File: src/rtl/hd_entry_ctrl.sv
// Board-input front end: synchronises and debounces the hex keys and buttons,
// assembles hex digits into an entry register and drives the CPU clock enable.
module hd_entry_ctrl #(
    parameter int N_KEYS      = 16,
    parameter int DATA_W      = 32,
    parameter int DB_CYCLES   = 4,
    parameter int STEP_CYCLES = 1
) (
    input  logic                        clk,
    input  logic                        rst,
    input  logic [N_KEYS-1:0]           hd,
    input  logic                        ent,
    input  logic                        chk,
    input  logic                        step,
    output logic [DATA_W-1:0]           data_out,
    output logic                        data_valid,
    output logic [DATA_W-1:0]           entry,
    output logic [$clog2(DATA_W/4):0]   digit_cnt,
    output logic                        ovf,
    output logic                        cpu_en
);

    localparam int NIN      = N_KEYS + 3;
    localparam int IDX_ENT  = N_KEYS;
    localparam int IDX_CHK  = N_KEYS + 1;
    localparam int IDX_STEP = N_KEYS + 2;
    localparam int DBW      = $clog2(DB_CYCLES + 1);
    localparam int CNTW     = $clog2(DATA_W / 4) + 1;
    localparam int MAXD     = DATA_W / 4;
    localparam int STW      = $clog2(STEP_CYCLES + 1);

    localparam logic [1:0] S_IDLE  = 2'd0;
    localparam logic [1:0] S_RUN   = 2'd1;
    localparam logic [1:0] S_BURST = 2'd2;

    logic [NIN-1:0]    raw;
    logic [NIN-1:0]    sync1;
    logic [NIN-1:0]    sync2;
    logic [NIN-1:0]    db_lvl;
    logic [NIN-1:0]    db_prev;
    logic [NIN-1:0]    rise;
    logic [DBW-1:0]    db_cnt [NIN];

    logic              key_hit;
    logic [3:0]        key_digit;

    logic [1:0]        state;
    logic [STW-1:0]    burst_cnt;
    logic              chk_lvl;
    logic              step_rise;

    assign raw = {step, chk, ent, hd};

    always_ff @(posedge clk) begin
        if (rst) begin
            sync1 <= '0;
            sync2 <= '0;
        end else begin
            sync1 <= raw;
            sync2 <= sync1;
        end
    end

    // A level flips only after DB_CYCLES consecutive samples disagree with it.
    always_ff @(posedge clk) begin
        if (rst) begin
            db_lvl <= '0;
            for (int i = 0; i < NIN; i++) begin
                db_cnt[i] <= '0;
            end
        end else begin
            for (int i = 0; i < NIN; i++) begin
                if (sync2[i] != db_lvl[i]) begin
                    if (db_cnt[i] == DBW'(DB_CYCLES - 1)) begin
                        db_lvl[i] <= sync2[i];
                        db_cnt[i] <= '0;
                    end else begin
                        db_cnt[i] <= db_cnt[i] + 1'b1;
                    end
                end else begin
                    db_cnt[i] <= '0;
                end
            end
        end
    end

    always_ff @(posedge clk) begin
        if (rst) begin
            db_prev <= '0;
            rise    <= '0;
        end else begin
            db_prev <= db_lvl;
            rise    <= db_lvl & ~db_prev;
        end
    end

    // Descending scan so the lowest pressed key ends up selected.
    always_comb begin
        key_hit   = 1'b0;
        key_digit = 4'd0;
        for (int i = N_KEYS - 1; i >= 0; i--) begin
            if (rise[i]) begin
                key_hit   = 1'b1;
                key_digit = 4'(i);
            end
        end
    end

    always_ff @(posedge clk) begin
        if (rst) begin
            data_out   <= '0;
            data_valid <= 1'b0;
            entry      <= '0;
            digit_cnt  <= '0;
            ovf        <= 1'b0;
        end else begin
            data_valid <= 1'b0;
            if (rise[IDX_ENT]) begin
                data_out   <= entry;
                data_valid <= 1'b1;
                entry      <= '0;
                digit_cnt  <= '0;
                ovf        <= 1'b0;
            end else if (key_hit) begin
                entry <= (entry << 4) | DATA_W'(key_digit);
                if (digit_cnt == CNTW'(MAXD)) begin
                    ovf <= 1'b1;
                end else begin
                    digit_cnt <= digit_cnt + 1'b1;
                end
            end
        end
    end

    assign chk_lvl   = db_prev[IDX_CHK];
    assign step_rise = rise[IDX_STEP];

    // A low mode switch forces RUN from any state; a high one parks RUN in IDLE.
    always_ff @(posedge clk) begin
        if (rst) begin
            state     <= S_IDLE;
            burst_cnt <= '0;
        end else if (!chk_lvl) begin
            state     <= S_RUN;
            burst_cnt <= '0;
        end else begin
            case (state)
                S_RUN: begin
                    state <= S_IDLE;
                end
                S_IDLE: begin
                    if (step_rise) begin
                        state     <= S_BURST;
                        burst_cnt <= STW'(STEP_CYCLES - 1);
                    end
                end
                S_BURST: begin
                    if (burst_cnt == '0) begin
                        state <= S_IDLE;
                    end else begin
                        burst_cnt <= burst_cnt - 1'b1;
                    end
                end
                default: begin
                    state <= S_IDLE;
                end
            endcase
        end
    end

    assign cpu_en = (state == S_RUN) || (state == S_BURST);

endmodule
File: config.mk
export PLATFORM = sky130hd
export DESIGN_NAME = hd_entry_ctrl
export DESIGN_NICKNAME = d
export VERILOG_FILES = /design/src/rtl/hd_entry_ctrl.sv
export SDC_FILE = /design/constraint.sdc
export NUM_CORES = 1
export LEC_CHECK = 0
export CORE_MARGIN = 2
export CORE_UTILIZATION = 37
export CTS_CLUSTER_DIAMETER = 80
export DETAILED_ROUTE_END_ITERATION = 10
export GPL_TIMING_DRIVEN = 1
export PLACE_DENSITY = 0.53
export REMOVE_ABC_BUFFERS = 1
export SETUP_SLACK_MARGIN = 0.3
export SYNTH_ARGS = -nofsm -noshare
export SYNTH_HDL_FRONTEND = slang
export SYNTH_SLANG_ARGS = --single-unit
File: constraint.sdc
create_clock -name clk -period 2.2 [get_ports clk]
set_clock_uncertainty 0.1 [all_clocks]
set_input_delay 0.44 -clock clk [delete_from_list [all_inputs] [get_ports clk]]
set_output_delay 0.44 -clock clk [all_outputs]
set_load 0.03 [all_outputs]
==> results.txt <==
- Outcome: completed
- For this run, the number of Yosys warnings is 0.
* Met2 wire length: 5.90 mm
* Normalized max-slew margin: 60.4%
- In the routed design, unresolved DRC markers number 0.
- Total power per unit cell area: 821 mW/mm^2
- After floorplanning, the core was divided into 55 placement rows.
- Setup repair after global routing could not meet its margin everywhere.
* Critical R2R Capture: entry[23]$_SDFFE_PP0P_
* Slowest stage cell on the critical path: dfxtp_1
* Remaining antenna violation count after routing: 0
* Drt total wl: 14.3 mm
- Together, buffers and inverters on the worst path number 2.
* Fin crit share: 84.8%
- Max FO, Critical Path: 2
- Data arrives at the worst endpoint at 1.32 ns.
- Wire length on met1: 7.28 mm
- The worst register-to-register path has a depth of 5.
- The final hold violation count came to 0.
* Summed negative setup slack over all endpoints: 0 ns
* Stage delay of the slowest cell on the critical path: 0.33 ns
- After global routing the overflow that remains totals 0.
* Maximum buffer depth of the clock tree: 3
- Worst IR Drop VDD: 587 uV
- The count of buffers added on input and output ports is 91.
- Max Cap Viol: 0
- Each instance of the synthesized netlist takes up on average 11.2 um^2.
* Height of the die: 155 um
- Number of max-slew violations in the final report: 0
- Worst hold path stage count: 2
- Clock sink total: 223
- The worst hold path begins at rst.
- Share of cells above drive strength 1: 15.6%
- Overall die width: 155 um
* Antenna cell count: 0
- The path with the worst hold slack has its endpoint at data_out[7]$_SDFFE_PP0P_.
* Placeable Area: 0.0226 mm^2
* Clock latency reported for the late side of the worst-skew pair: 0.51 ns
* Syn Std Cell Area: 0.00846 mm^2
* Worst-path cell chain: inv_1, ha_1, clkbuf_2
- Clock Tree Root: clkbuf_16
- Synthesis produced a netlist whose cell count is 753.
* Via count of the first global-routing pass: 4924
* Per-cell routed wire length: 11.7 um
- Count of buffers added by post-CTS timing repair for setup: 0
- First-pass GRT wire length: 24.1 mm
- Depth of the CTS H-tree: 1
* Layout Utilization: 47.3%
* Sort of element at the start of the critical path: flip-flop
- STA classifies the critical path endpoint as a primary output.
- Worst-margin pin slew: 0.579 ns
* Final weighted congestion in routability-driven placement: 0.753
* Clock edge transition at the registers on the reported setup and hold paths: 0.06 ns
* Topmost layer with routed signal wires: met4
- Compared with the post-synthesis result, the final layout area differs by 26.3%.
- Leaving out filler cells and counting taps, the final layout contains 1223.
- Hold crit path type: in -> reg
* Category of cells accounting for the largest share of critical-path delay: flip-flops
- The clock period could shrink to 1.86 ns.
- Setup violations remaining at the end of the flow were counted as 0.
* Number of nets in the final layout: 982
* Largest net degree at the start of global routing: 41
- The number of hold buffers added after CTS was 0.
* Slack of the worst reg-to-reg path: 0.52 ns
* Number of top-level design ports: 92
- Once detailed placement completed, the half-perimeter wirelength came to 9.92 mm.
- For this run, the total global-route usage over all layers was measured as 12.1%.
- Total via count in the routed design: 5196
- The worst setup path is of the reg -> out kind.
- First-pass iteration count of the detailed router: 4
- Static leakage: 4.43 nW
* Instance count after placement with tap cells included: 1178
- The floorplan step defined a die boundary enclosing 0.0241 mm^2.
- Number of flip-flops and latches in the synthesized netlist: 223
* Detail Route met3 WL: 769 um
* Initial core utilization: 37.5%
* Total power consumption of the routed design: 8.77 mW
- STA puts the critical path data required time at 1.66 ns.
- Beginning of the worst register-to-register path: rise[11]$_SDFF_PP0_
- Counting the fill cells in the layout gives 2160.
* Worst-case hold slack: 0.191 ns
- In this run, CTS created clock tree buffers numbering 25.
* Post-synthesis sequential area ratio: 59.5%
- Routed vias/inst: 4.25
- TritonCTS clock tree: built
- For this block, the initial DRC count from the detailed router was 218.
- The initial antenna violation count was 0.
* Peak Freq: 536 MHz
- Number of distinct standard cells referenced by the synthesized netlist: 40
==> routing by layer <==
layer	global-route usage, %	up-vias
li1	-	2755
met3	2.65	28
met1	17.1	2301
met4	3.76	0
met2	18.8	112
met5	0	-
==> sequential cells by signal, summed over array words and instances, names as in the netlist, 4 cells and up <==
register   count
rise          18
sync1         19
db_prev       19
digit_cnt      4
data_out      32
db_lvl        19
db_cnt        57
entry         32
sync2         19
==> per-stage QoR <==
step	worst slack (ns)	instance area (um^2)
final	0.335	10700
after global routing	0.286	10700
after CTS	0.116	10700
after detailed placement	0.322	9960
after global placement	0.370	9960
after floorplan	-0.261	8500
==> cell type report <==
cell class	instances	area [um^2]	area share, %
clock inverter	12	108	1.01
clock buffer	33	718	6.72
inverter	48	180	1.69
sequential	223	5040	47.1
tap	285	357	3.34
timing repair buffer	113	990	9.26
multi-input combinational	509	3290	30.8
==> layout by cell type, fill, tap and decap left out, drive strengths merged, types with 2 or more instances in the layout <==
master,synthesis,layout
clkinv,0,10
bufinv,0,2
nor4,5,5
edfxtp,57,57
dlygate4sd2,0,42
o31ai,3,3
nand2,59,59
a21oi,35,35
or4,2,2
conb,1,57
xnor2,20,20
clkbuf,18,46
ha,41,41
nand3,4,4
o21ai,3,3
dfxtp,166,166
nor2,117,117
clkdlybuf4s15,0,16
or3,20,20
nor3,3,3
inv,48,48
buf,11,23
nor2b,77,77
mux2i,51,51
clkdlybuf4s50,0,19
==> what timing repair did <==
| item | 4_1_cts | 5_1_grt |
|---|---|---|
| gates resized for setup | 100 | 22 |
| setup endpoints to repair | 71 | 42 |
| cloned | 0 | 0 |
==> worst register-to-register path, stage by stage, from the launching register on <==
cell     delay (ns)
dfxtp_1        0.35
nor4_4         0.36
and4_4         0.39
buf_4          0.24
nand2_2        0.07
a21oi_2        0.10
==> power by group <==
group,internal [mW],switching (mW)
clock network,2.52,1.58
registers,4.30,0.0408
logic,0.144,0.190
total,6.96,1.81
==> cells in the mapped netlist <==
library cell	number	share of area [%]
or3_2	1	0.089
buf_12	3	0.71
clkbuf_1	18	0.80
dfxtp_1	166	39
buf_1	1	0.044
nand4_1	1	0.074
or2_2	1	0.074
xnor2_1	20	2.1
nor2b_1	77	5.7
a21oi_2	28	2.9
nand3b_1	1	0.089
o41ai_1	1	0.10
o2111a_1	1	0.13
nor4_1	1	0.074
ha_1	41	6.1
nor2_1	117	5.2
mux2i_1	51	6.0
nor4_2	3	0.44
and3b_1	1	0.10
o31ai_1	3	0.27
a21oi_1	7	0.41
buf_2	6	0.35
nor4_4	1	0.25
edfxtp_1	57	20
nor3_1	3	0.18
o21ai_0	3	0.18
or3_1	19	1.4
o311ai_0	1	0.10
conb_1	1	0.044
a221oi_1	1	0.10
nand2_2	28	2.1
a2111oi_0	1	0.10
and4_1	1	0.10
inv_1	48	2.1
nand3_1	4	0.24
buf_6	1	0.13
a41oi_1	1	0.10
nand2_1	31	1.4
or4_1	2	0.18
nand2b_1	1	0.074
==> logic make-up (layout without fill, tap and decap cells) <==
group	Yosys count	in the layout	synth area share, %
xor+xnor	20	20	2.07
compound gates	47	47	4.41
simple gates	293	293	17.7
flops	223	223	59.5
mux	51	51	6.03
fa+ha+maj	41	41	6.06
buf+inv	77	206	4.17
other cells	1	57	0.0443
==> how the worst max path moves through the flow <==
stage                          startpoint                   endpoint  slack, ns  cells after the start
finish              state[0]$_SDFFE_PP0P_                     cpu_en       0.34                      3
global route        state[0]$_SDFFE_PP0P_                     cpu_en       0.29                      3
CTS                 state[0]$_SDFFE_PP0P_                     cpu_en       0.12                      3
detailed placement     rise[8]$_SDFF_PP0_     entry[30]$_SDFFE_PP0P_       0.32                      5
global placement       rise[8]$_SDFF_PP0_     entry[27]$_SDFFE_PP0P_       0.37                      5
floorplan             rise[16]$_SDFF_PP0_  digit_cnt[1]$_SDFFE_PP0P_      -0.26                      2
Note: power is estimated with default switching activity, not from simulation.
